`src/rtl/uart_pkg.sv`:
```
// Shared UART definitions: FSM state encodings (also used by uart_rx),
// parity mode constants and the parity helper.
package uart_pkg;

  typedef enum logic [2:0] {
    ST_IDLE   = 3'd0,
    ST_START  = 3'd1,
    ST_DATA   = 3'd2,
    ST_PARITY = 3'd3,
    ST_STOP   = 3'd4
  } uart_state_e;

  localparam int PARITY_NONE = 0;
  localparam int PARITY_ODD  = 1;
  localparam int PARITY_EVEN = 2;

  // Parity bit for a word of up to 9 bits; unused upper bits must be zero.
  function automatic logic parity_of(input int mode, input logic [8:0] word);
    return (mode == PARITY_ODD) ? ~^word : ^word;
  endfunction

endpackage

```
`src/rtl/uart_tx_hold.sv`:
```
// Single-entry valid/ready holding register in front of the transmitter.
// in_ready comes straight from the full flop, so a word accepted on cycle N
// shows up as full (and ready low) from cycle N+1.
module uart_tx_hold #(
  parameter int W = 8
) (
  input  logic         clk,
  input  logic         rst_n,
  input  logic [W-1:0] in_data,
  input  logic         in_valid,
  output logic         in_ready,
  input  logic         pop,
  output logic [W-1:0] hold_data,
  output logic         hold_full
);

  logic         full_reg;
  logic [W-1:0] data_reg;

  // Capture a word on handshake, release it when the transmitter loads it.
  always_ff @(posedge clk or negedge rst_n) begin
    if (!rst_n) begin
      full_reg <= 1'b0;
      data_reg <= '0;
    end else if (pop) begin
      full_reg <= 1'b0;
    end else if (in_valid && !full_reg) begin
      full_reg <= 1'b1;
      data_reg <= in_data;
    end
  end

  assign in_ready  = ~full_reg;
  assign hold_data = data_reg;
  assign hold_full = full_reg;

endmodule

```
`src/rtl/uart_tx.sv`:
```
// UART transmitter: start bit, DATA_BITS LSB first, optional parity,
// STOP_BITS stop bits. One bit per baud tick, frames run back-to-back
// when the holding register already has the next word.
module uart_tx
  import uart_pkg::*;
#(
  parameter int DATA_BITS = 8,
  parameter int PARITY    = 0,
  parameter int STOP_BITS = 1
) (
  input  logic                 clk,
  input  logic                 rst_n,
  input  logic                 tick,
  input  logic [DATA_BITS-1:0] in_data,
  input  logic                 in_valid,
  output logic                 in_ready,
  output logic                 tx,
  output logic                 busy,
  output logic                 done
);

  if (DATA_BITS < 5 || DATA_BITS > 9) begin : g_bad_data_bits
    $error("uart_tx: DATA_BITS must be in 5..9");
  end
  if (PARITY != PARITY_NONE && PARITY != PARITY_ODD && PARITY != PARITY_EVEN) begin : g_bad_parity
    $error("uart_tx: PARITY must be 0, 1 or 2");
  end
  if (STOP_BITS != 1 && STOP_BITS != 2) begin : g_bad_stop_bits
    $error("uart_tx: STOP_BITS must be 1 or 2");
  end

  localparam int                 CNT_W      = $clog2(DATA_BITS);
  localparam logic [CNT_W-1:0]   LAST_BIT   = CNT_W'(DATA_BITS - 1);
  localparam logic               LAST_STOP  = 1'(STOP_BITS - 1);
  localparam bit                 HAS_PARITY = (PARITY != PARITY_NONE);

  uart_state_e            state_reg, state_next;
  logic [DATA_BITS-1:0]   shift_reg, shift_next;
  logic [CNT_W-1:0]       bit_cnt_reg, bit_cnt_next;
  logic                   stop_cnt_reg, stop_cnt_next;
  logic                   par_reg, par_next;
  logic                   tx_reg, tx_next;
  logic                   done_reg, done_next;
  logic                   load;
  logic [DATA_BITS-1:0]   hold_data;
  logic                   hold_full;

  uart_tx_hold #(.W(DATA_BITS)) u_hold (
    .clk       (clk),
    .rst_n     (rst_n),
    .in_data   (in_data),
    .in_valid  (in_valid),
    .in_ready  (in_ready),
    .pop       (load),
    .hold_data (hold_data),
    .hold_full (hold_full)
  );

  // State, datapath and the registered serial line; tx idles high in reset.
  always_ff @(posedge clk or negedge rst_n) begin
    if (!rst_n) begin
      state_reg    <= ST_IDLE;
      shift_reg    <= '0;
      bit_cnt_reg  <= '0;
      stop_cnt_reg <= 1'b0;
      par_reg      <= 1'b0;
      tx_reg       <= 1'b1;
      done_reg     <= 1'b0;
    end else begin
      state_reg    <= state_next;
      shift_reg    <= shift_next;
      bit_cnt_reg  <= bit_cnt_next;
      stop_cnt_reg <= stop_cnt_next;
      par_reg      <= par_next;
      tx_reg       <= tx_next;
      done_reg     <= done_next;
    end
  end

  // Next-state logic; everything advances only on a baud tick.
  always_comb begin
    state_next    = state_reg;
    shift_next    = shift_reg;
    bit_cnt_next  = bit_cnt_reg;
    stop_cnt_next = stop_cnt_reg;
    par_next      = par_reg;
    tx_next       = tx_reg;
    done_next     = 1'b0;
    load          = 1'b0;
    if (tick) begin
      unique case (state_reg)
        ST_IDLE: begin
          if (hold_full) begin
            load       = 1'b1;
            shift_next = hold_data;
            par_next   = parity_of(PARITY, 9'(hold_data));
            tx_next    = 1'b0;
            state_next = ST_START;
          end
        end
        ST_START: begin
          tx_next      = shift_reg[0];
          bit_cnt_next = '0;
          state_next   = ST_DATA;
        end
        ST_DATA: begin
          if (bit_cnt_reg == LAST_BIT) begin
            if (HAS_PARITY) begin
              tx_next    = par_reg;
              state_next = ST_PARITY;
            end else begin
              tx_next       = 1'b1;
              stop_cnt_next = 1'b0;
              state_next    = ST_STOP;
            end
          end else begin
            shift_next   = shift_reg >> 1;
            tx_next      = shift_reg[1];
            bit_cnt_next = bit_cnt_reg + 1'b1;
          end
        end
        ST_PARITY: begin
          tx_next       = 1'b1;
          stop_cnt_next = 1'b0;
          state_next    = ST_STOP;
        end
        ST_STOP: begin
          if (stop_cnt_reg == LAST_STOP) begin
            done_next = 1'b1;
            if (hold_full) begin
              // Next word is waiting: its start bit follows with no idle gap.
              load       = 1'b1;
              shift_next = hold_data;
              par_next   = parity_of(PARITY, 9'(hold_data));
              tx_next    = 1'b0;
              state_next = ST_START;
            end else begin
              tx_next    = 1'b1;
              state_next = ST_IDLE;
            end
          end else begin
            stop_cnt_next = stop_cnt_reg + 1'b1;
          end
        end
        default: begin
          tx_next    = 1'b1;
          state_next = ST_IDLE;
        end
      endcase
    end
  end

  assign tx   = tx_reg;
  assign busy = (state_reg != ST_IDLE);
  assign done = done_reg;

endmodule
```
`config.mk`:
```
export PLATFORM = sky130hd
export DESIGN_NAME = uart_tx
export DESIGN_NICKNAME = d
export VERILOG_FILES = /design/src/rtl/uart_pkg.sv /design/src/rtl/uart_tx_hold.sv /design/src/rtl/uart_tx.sv
export SDC_FILE = /design/constraint.sdc
export NUM_CORES = 1
export LEC_CHECK = 0
export ABC_AREA = 1
export CAP_MARGIN = 25
export CELL_PAD_IN_SITES_DETAIL_PLACEMENT = 1
export CELL_PAD_IN_SITES_GLOBAL_PLACEMENT = 1
export CORE_ASPECT_RATIO = 1.5
export CORE_MARGIN = 8
export CORE_UTILIZATION = 30
export CTS_CLUSTER_DIAMETER = 40
export CTS_CLUSTER_SIZE = 30
export DETAILED_ROUTE_END_ITERATION = 10
export GPL_TIMING_DRIVEN = 0
export HOLD_SLACK_MARGIN = 0.02
export PLACE_DENSITY_LB_ADDON = 0.1
export SLEW_MARGIN = 20
export SYNTH_ARGS = -nofsm -noshare
export SYNTH_HDL_FRONTEND = slang
export SYNTH_SLANG_ARGS = --single-unit
```
`constraint.sdc`:
```
create_clock -name clk -period 1.48 [get_ports clk]
set_input_delay 0.222 -clock clk [delete_from_list [all_inputs] [get_ports clk]]
set_output_delay 0.222 -clock clk [all_outputs]
set_load 0.005 [all_outputs]
```
## Yosys cells after proc, flatten, opt, wreduce, memory -nomap -nowiden

Cells that the tools add are included.

| cells by class | value |
|---|---|
| shifts and indexed selects | 0 |
| $mul | 0 |
| reduce and logical (&&, ||, !) cells | 14 |
| multiplexer cells | 28 |
| bitwise logic cells | 2 |
| divide/modulo/power cells | 0 |
| $add $sub $neg | 2 |
| equality and inequality tests | 9 |
| magnitude comparators | 0 |

Operator list:

| operator | count |
|---|---|
| 8-bit two-way mux | 3 |
| 8-bit case mux with 3 select lines | 1 |
| 1-bit two-way mux | 15 |
| 3-bit case mux with 5 select lines | 1 |
| 3-bit two-way mux | 4 |
| 3-bit AND reduction | 3 |
| 3-bit nonzero test | 3 |
| 4-bit AND reduction | 2 |
| 3-bit by 2-bit == test with 1-bit output (second input constant) | 2 |
| 3-bit == test (second input constant) | 2 |
| 2-bit != test (second input constant) | 3 |
| 3-bit case mux with 2 select lines | 1 |
| 1-bit case mux with 4 select lines | 1 |
| 2-bit nonzero test | 2 |
| 3-bit by 1-bit adder with 3-bit output (second input constant) | 1 |
| 3-bit by 1-bit == test with 1-bit output (second input constant) | 1 |
| 3-bit zero test | 1 |
| 1-bit case mux with 3 select lines | 1 |
| 2-bit by 1-bit != test with 1-bit output (second input constant) | 1 |
| 1-bit inverter | 2 |
| 1-bit case mux with 2 select lines | 1 |
| 2-bit AND reduction | 1 |
| 1-bit adder (second input constant) | 1 |
| 1-bit logical AND | 1 |
| 1-bit zero test | 1 |

| word-level totals | value |
|---|---|
| bits in writable memories | 0 |
| memories kept | 0 |
| latch bits | 0 |
| logic and storage cells | 63 |
| bits in read-only memories | 0 |
| output and inout port bits | 4 |
| flip-flop bits (word level) | 26 |

## Longest topological paths before layout

Gate-level depths: netlist of run 1.

| logic depth | value |
|---|---|
| depth after elaboration | 6 |
| gate-level depth with buffers | 8 |

## By module

From an unflattened synthesis of run 1, not the netlist that was laid out.

| second synthesis, totals | value |
|---|---|
| cells, all modules | 162 |
| area, all modules | 1278.7 um^2 |

Modules (own cells, without submodules):

| module | area an instance (um^2) | cells an instance | times used |
|---|---|---|---|
| uart_tx | 898.4 | 123 | 1 |
| uart_tx_hold | 380.4 | 39 | 1 |

## Worst setup path before layout of run 1

Ideal clock, no wire load.

| timing path | value |
|---|---|
| kind | register to register |
| start | register bit_cnt_reg[0] |
| end | register tx_reg, in the netlist tx |
| slack | 128 ps |
| stages on the path, launching flop included | 8 |
| arrival time | 1276 ps |
| data required time | 1405 ps |
| path buffers | 0 |
| library setup time | 75 ps |
| cells stage by stage | dfrtp_1 ha_1 ha_1 or2_2 nand2_1 nand3_1 nor2_1 nor2_1 |

| between the ends | value |
|---|---|
| word-level cells in the longest chain between the ends | 3 |

Ends and longest elaborated chain:

| what | line | text |
|---|---|---|
| from (decl) | uart_tx.sv:39 | `logic [CNT_W-1:0] bit_cnt_reg, bit_cnt_next;` |
| from (signal assigned) | uart_tx.sv:72 | `bit_cnt_reg <= bit_cnt_next;` |
| 3-bit == test | uart_tx.sv:107 | `if (bit_cnt_reg == LAST_BIT) begin` |
| 1-bit two-way mux | uart_tx.sv:107 |  |
| 1-bit case mux with 4 select lines | uart_tx.sv:91 | `unique case (state_reg)` |
| to (signal assigned) | uart_tx.sv:75 | `tx_reg <= tx_next;` |
| to (decl) | uart_tx.sv:42 | `logic tx_reg, tx_next;` |

No other way between the ends.
A chain may end at the register's enable or synchronous reset.

## Final worst setup path of run 1

Ends and elaborated chain as after synthesis.

==> impl_results.rst, run 1 <==
.. list-table::
   :header-rows: 1

   * - Metric
     - Value
   * - Share of power burned in combinational logic
     - between 40 and 50%
   * - Status
     - completed
   * - Minimum setup slack among reg-to-reg paths
     - 0.08 ns
   * - Slew Limit Headroom
     - about three fifths
   * - Minimum setup slack in the final design
     - 0.0801 ns
   * - Final min period
     - around 1.4 ns
   * - Sw frac
     - 39.8%
   * - Clk Tree Root Cell
     - clkbuf_8
   * - Post-synthesis async set-or-reset flop share
     - 100%
   * - Port Buffers
     - 15
   * - Portion of synthesized cell area occupied by the leading cell type
     - about half
   * - Number of hold violations in the final report
     - 0
   * - Worst Tran Pin Value
     - 0.573 ns
   * - Accumulated negative setup slack
     - 0 ns
   * - Clock buffer count from CTS
     - 3
   * - Beginning of the worst register-to-register path
     - bit_cnt_reg[0]$_DFFE_PN0P_
   * - Vertical die dimension
     - 94.2 microns
   * - CTS H-tree depth
     - 1
   * - Area enclosed by the die boundary
     - between 0.006 and 0.007 sq mm
   * - Max Fanout on Critical Path
     - 3
   * - First DRT Iteration DRCs
     - 18
   * - Sequential fraction of design power
     - a little under two fifths
   * - Clock transition at the registers of the reported paths
     - ~0.090 ns
   * - Maximum number of pins on one net before global-route repair
     - 26
   * - Setup Skew
     - roughly 0.0024 ns
   * - Number of slew-limit violations in the final report
     - 0
   * - Total iterations of the first detailed-routing run
     - 4
   * - Syn Nets
     - 156
   * - Most frequent cell after synthesis
     - nand2_1
   * - Proportion of layout cells with a drive suffix above 1
     - roughly a quarter
   * - Flip-flop cell with the highest count after synthesis
     - dfrtp_1
   * - Overall routing resource usage
     - around a tenth
   * - Final setup violation count
     - 0
   * - Average cell area after synthesis
     - roughly 8.6 sq um
   * - Worst Setup End Kind
     - flop
   * - Initial core utilization
     - a little under a third
   * - Placement Rows
     - 28
   * - Layout overhead on the synthesized area
     - 28.1%
   * - Syn Inst Count
     - about 140
   * - Cell types with the highest counts after synthesis
     - 65 x nand2_1, 24 x dfrtp_1, 8 x mux2_2
   * - Number of storage elements in the synthesis netlist
     - 25
   * - Detail-routed via count per cell
     - between 4 and 5
   * - Number of antenna violations at the first check in global routing
     - 0
   * - Number of enable-type register cells in the synthesized netlist
     - 0
   * - Endpoint of the lowest-slack register-to-register path
     - tx$_DFFE_PN1P_
   * - Distinct cell type count of the synthesized netlist
     - 20
   * - Setup Crit Path Kind
     - reg2reg
   * - Max Root-Sink Buffers
     - 2
   * - Kind of start point of the critical path
     - flop
   * - Peak VDD IR
     - about 770 uV
   * - Number of maximum-capacitance violations
     - 0
   * - Total congestion overflow
     - 0
   * - P per Cell Area
     - ~2000 mW/mm^2
   * - Area contributors post-synth
     - dfrtp_1 49%, nand2_1 20%, mux2_2 7.4%
   * - Die span in x
     - about 68 microns
   * - Clock share of power
     - between 10% and 20%
   * - CTS Sinks
     - 25
   * - Static leakage
     - between 0.8 and 0.9 nW
   * - Area of the mapped netlist
     - roughly 0.0012 sq mm
   * - Number of diodes added for antenna fixing
     - 0
   * - Arrival time of data at the critical path endpoint
     - between 1.5 and 2 ns
   * - Path type of the worst min-delay path
     - in2async
   * - Worst Path Required
     - around 1.7 ns
   * - Wire length of the first global-routing pass
     - slightly below 5000 microns
   * - Total routed wirelength
     - 2920 microns
   * - Seq/Total Area, Yosys
     - approximately half
   * - Latest clock arrival within the worst-skew pair
     - 0.27 ns
   * - Net Switching
     - about 1.2 mW
   * - Yosys Warn Count
     - 0
   * - Vias in the first global route
     - between 1000 and 1500
   * - Final Wtd Congestion
     - about 0.71
   * - Sum of net half-perimeters after detailed placement
     - about 2100 microns
   * - DRC violation count after routing
     - 0
   * - Area of the core region
     - 0.00392 sq mm
   * - Top-level port count
     - 16
   * - Timing-limited maximum frequency
     - ~700 MHz
   * - Worst r2r path cells
     - 7
   * - Clock tree from TritonCTS
     - done
   * - Drt wl/cell
     - 13.6 microns
   * - Biggest area consumer among synthesized cells
     - dfrtp_1
   * - Minimum setup slack after placement
     - -0.0398 ns
   * - Final period util
     - between 90% and 100%
   * - Internal power contribution
     - 1.89 mW
   * - Nets
     - between 150 and 200
   * - Antenna violation net count after detailed routing
     - 0
   * - Via Count
     - 998
-- worst max path at each step --
stage	start	to	slack, ns	cells past startpoint
2_1_floorplan	bit_cnt_reg[0]$_DFFE_PN0P_	tx$_DFFE_PN1P_	0.13	7
3_3_place_gp	rst_n	u_hold.hold_data[4]$_DFFE_PN0P_	-0.20	1
3_5_place_dp	bit_cnt_reg[0]$_DFFE_PN0P_	tx$_DFFE_PN1P_	-0.04	7
4_1_cts	bit_cnt_reg[0]$_DFFE_PN0P_	tx$_DFFE_PN1P_	0.009	7
5_1_grt	bit_cnt_reg[0]$_DFFE_PN0P_	tx$_DFFE_PN1P_	-0.007	7
6_report	bit_cnt_reg[0]$_DFFE_PN0P_	tx$_DFFE_PN1P_	0.08	7
-- layout make-up --
type / instances / area, sq um
plain buffers: 1 / 11.3
fillers: 490 / 2360
flip-flops and latches: 25 / 629
clock inverters: 1 / 5.00
multi-input cells: 105 / 571
well taps: 45 / 56.3
inverters: 11 / 41.3
clock buffers: 3 / 41.3
repair buffers: 24 / 211
-- placed cells by master, fill, tap and decap left out --
master            n
nand2_1          65
dfrtp_1          22
clkdlybuf4s50_1  11
mux2_2            8
buf_4             8
inv_1             6
nand3_1           6
nor2_1            6
inv_2             5
nand2_2           5
nor2_2            3
clkbuf_8          3
dlygate4sd2_1     3
nor2_4            2
o21ai_1           2
dfrtp_2           2
nor3_1            1
o21bai_1          1
nor2_8            1
buf_6             1
nand3_4           1
or2_2             1
o21ai_0           1
ha_2              1
ha_4              1
clkinv_2          1
dlygate4sd3_1     1
buf_2             1
dfstp_2           1
-- what timing repair did --
item	in CTS	in global routing
gates cloned	0	0
endpoints found under the setup margin	4	7
hold buffers	1	0
resized for setup	8	3
endpoints found under the hold margin	24	0
pin swaps	1	2
buffers inserted	5	3
-- kinds of logic (layout without fill, tap and decap cells) --
logic type	Yosys count	after routing	share of synthesized area (%)
multiplexers	8	8	7.37
AND/OR/NAND/NOR	91	91	33.2
adder cells (fa/ha/maj)	2	2	2.05
flip-flops	25	25	51.3
buffers and inverters	12	40	4.30
AO/OA/AOI/OAI	4	4	1.84
-- per-layer routing --
layer	GRT usage [%]	wire, microns	vias up
met4	4.46	53	0
met5	0	0	-
met2	18.3	1580	14
li1	-	-	491
met1	10.3	1180	488
met3	1.67	113	5
-- power by group through the flow --
stage	sequential (mW)	combinational (mW)	clock [mW]
3_5_place_dp	1.22	1.38	0
5_1_grt	1.22	1.74	0.463
6_report	1.18	1.53	0.419
2_1_floorplan	1.17	0.988	0
4_1_cts	1.18	1.50	0.441
3_3_place_gp	1.21	1.34	0
-- stage by stage --
stage,instances,hold WS [ns],area (sq um),power (mW),utilization [%]
3_5_place_dp,202,0.272,1420,2.59,36.3
5_1_grt,215,0.521,1570,3.42,39.9
6_report,215,0.467,1570,3.13,39.9
3_3_place_gp,202,0.463,1430,2.55,36.4
4_1_cts,212,0.491,1520,3.13,38.8
2_1_floorplan,142,-0.0736,1220,2.16,-
-- worst max-delay path: stages (launching register included) --
cell and delay (ns):
dfrtp_1 0.40, ha_2 0.20, ha_4 0.17, or2_2 0.26, nand2_1 0.07, nand3_1 0.08, nor2_1 0.11, nor2_1 0.05
Power figures use the tool's default switching activity.
==> run 2: changes to the inputs <==
--- a/config.mk
+++ b/config.mk
@@ -17,7 +17,7 @@
 export DETAILED_ROUTE_END_ITERATION = 10
 export GPL_TIMING_DRIVEN = 0
 export HOLD_SLACK_MARGIN = 0.02
-export PLACE_DENSITY_LB_ADDON = 0.1
+export PLACE_DENSITY_LB_ADDON = 0.2
 export SLEW_MARGIN = 20
 export SYNTH_ARGS = -nofsm -noshare
 export SYNTH_HDL_FRONTEND = slang
==> impl_results.rst, run 2 (same netlist as run 1, synthesis figures left out) <==
.. list-table::
   :header-rows: 1

   * - Metric
     - Value
   * - Kind of start point of the critical path
     - flop
   * - Peak VDD IR
     - 810 uV
   * - Clock buffer count from CTS
     - 3
   * - Sum of net half-perimeters after detailed placement
     - 2040 microns
   * - Proportion of layout cells with a drive suffix above 1
     - between 20% and 30%
   * - Clk Tree Root Cell
     - clkbuf_8
   * - Area enclosed by the die boundary
     - around 0.0064 sq mm
   * - Total routed wirelength
     - approximately 2900 microns
   * - Static leakage
     - approximately 0.8 nW
   * - Worst Setup End Kind
     - output port
   * - Max Root-Sink Buffers
     - 2
   * - Total congestion overflow
     - 0
   * - Placement Rows
     - 28
   * - Wire length of the first global-routing pass
     - approximately 5000 microns
   * - Fill cell total of the finished layout
     - ~490
   * - Vias in the first global route
     - about 1100
   * - Final period util
     - a little over nine tenths
   * - Drt wl/cell
     - roughly 14 microns
   * - CTS H-tree depth
     - 1
   * - Final min period
     - between 1 and 1.5 ns
   * - Final Wtd Congestion
     - 0.764
   * - Fraction of the core area covered by cells at the end of the flow
     - between 30% and 40%
   * - Accumulated negative setup slack
     - 0 ns
   * - Status
     - completed
   * - Setup Skew
     - roughly 0.0013 ns
   * - P per Cell Area
     - 2010 mW/mm^2
   * - Tot Pwr
     - 3.13 mW
   * - Number of slew-limit violations in the final report
     - 0
   * - Number of diodes added for antenna fixing
     - 0
   * - Max Fanout on Critical Path
     - 2
   * - Detail-routed via count per cell
     - roughly 4.8
   * - Nets
     - ~180
   * - Clock transition at the registers of the reported paths
     - about 0.09 ns
   * - RSZ-0062 raised after global routing
     - true
   * - Layout overhead on the synthesized area
     - 27.7%
   * - Vertical die dimension
     - approximately 94 microns
   * - Slew Limit Headroom
     - about three fifths
   * - Die span in x
     - between 60 and 70 microns
   * - Antenna violation net count after detailed routing
     - 0
   * - Maximum number of pins on one net before global-route repair
     - 26
   * - Most frequent cells in the layout
     - 65 x nand2_1, 22 x dfrtp_1, 12 x clkdlybuf4s50_1
   * - DRC violation count after routing
     - 0
   * - Latest clock arrival within the worst-skew pair
     - between 0.2 and 0.3 ns
   * - Clock tree from TritonCTS
     - done
   * - Arrival time of data at the critical path endpoint
     - between 1 and 1.5 ns
   * - Number of hold violations in the final report
     - 0
   * - CTS Sinks
     - 25
   * - Number of maximum-capacitance violations
     - 0
   * - Overall routing resource usage
     - a little over 10%
   * - Setup Crit Path Kind
     - reg2out
   * - Total iterations of the first detailed-routing run
     - 4
   * - First DRT Iteration DRCs
     - 21
   * - Final setup violation count
     - 0
   * - Worst Tran Pin Value
     - about 0.60 ns
   * - Leading cell type in the layout, fill and taps excluded
     - nand2_1
   * - Initial core utilization
     - a little under a third
   * - Cell total after placement
     - between 200 and 250
   * - Timing-limited maximum frequency
     - 694 MHz
   * - Non-filler cells, final
     - about 210
   * - Area of the core region
     - between 0.003 and 0.004 sq mm
   * - Via Count
     - between 1000 and 1500
   * - Top-level port count
     - 16
   * - Number of antenna violations at the first check in global routing
     - 0
   * - Port Buffers
     - 15
   * - Path type of the worst min-delay path
     - in2async
   * - Worst Path Required
     - approximately 1.3 ns
[run 2: cell types whose count changed in the layout (fill, tap and decap cells not counted), sizes merged]
cell / change
clkbuf: +1
buf: -1
dlygate4sd2: -1
clkinv: -1
clkdlybuf4s50: +1
[run 2: final timing paths]
| kind | slack (ns) | endpoint | from | cells after the start |
|---|---|---|---|---|
| setup / recovery | 0.04 | in_ready | u_hold.hold_full$_DFFE_PN0P_ | 2 |
| hold / removal | 0.48 | state_reg[2]$_DFFE_PN0P_ | rst_n | 2 |
| hold reg to reg | 0.49 | shift_reg[3]$_DFFE_PN0P_ | shift_reg[3]$_DFFE_PN0P_ | 2 |
| max in group asynchronous | 0.57 | state_reg[0]$_DFFE_PN0P_ | rst_n | 2 |
| setup reg to reg | 0.09 | tx$_DFFE_PN1P_ | bit_cnt_reg[0]$_DFFE_PN0P_ | 7 |
| min in group clk | 0.49 | shift_reg[3]$_DFFE_PN0P_ | shift_reg[3]$_DFFE_PN0P_ | 2 |
[run 2: cell type report]
type | count | area [sq um] | area share [%]
sequential | 25 | 629 | 40.3
multi-input combinational | 105 | 573 | 36.7
timing repair buffer | 23 | 205 | 13.1
tap | 45 | 56.3 | 3.61
clock buffer | 4 | 45.0 | 2.88
inverter | 11 | 41.3 | 2.64
buffer | 1 | 11.3 | 0.721
[run 2: routing by layer]
layer | up-vias | GRT usage [%] | wire length, microns
met5 | - | 0 | 0
met2 | 17 | 18.4 | 1550
li1 | 491 | - | -
met3 | 5 | 2.03 | 109
met4 | 0 | 4.63 | 50
met1 | 508 | 10.6 | 1200
[run 2: what timing repair did]
action / 4_1_cts / 5_1_grt
endpoints found under the hold margin: 24 / 0
pin swaps: 1 / 3
hold buffers: 1 / 0
buffers inserted: 5 / 2
gates resized for setup: 7 / 3
setup endpoints to repair: 4 / 4
[run 2: stage by stage]
step | worst slack (ns) | hold WS [ns] | area (sq um)
after floorplan | 0.128 | -0.0736 | 1220
after detailed placement | -0.0198 | 0.264 | 1420
after global routing | -0.0225 | 0.525 | 1560
final | 0.0386 | 0.484 | 1560
after CTS | 0.00329 | 0.493 | 1520
after global placement | -0.208 | 0.465 | 1430
[run 2: critical path, cell delays in order (launching register included)]
cell,delay (ns)
dfrtp_1,0.39
inv_2,0.07
clkdlybuf4s50_1,0.49
[run 2: power by group]
part	total, mW	internal (mW)	switching (mW)
registers	1.20	1.01	0.190
clock network	0.411	0.193	0.219
logic	1.52	0.689	0.834
==> run 3: changes to the inputs <==
--- a/config.mk
+++ b/config.mk
@@ -16,7 +16,7 @@
 export CTS_CLUSTER_SIZE = 30
 export DETAILED_ROUTE_END_ITERATION = 10
 export GPL_TIMING_DRIVEN = 0
-export HOLD_SLACK_MARGIN = 0.02
+export HOLD_SLACK_MARGIN = 0.1
 export PLACE_DENSITY_LB_ADDON = 0.2
 export SLEW_MARGIN = 20
 export SYNTH_ARGS = -nofsm -noshare
==> results of run 3 <==
Final layout, timing and power as in run 2 (identical DEF).
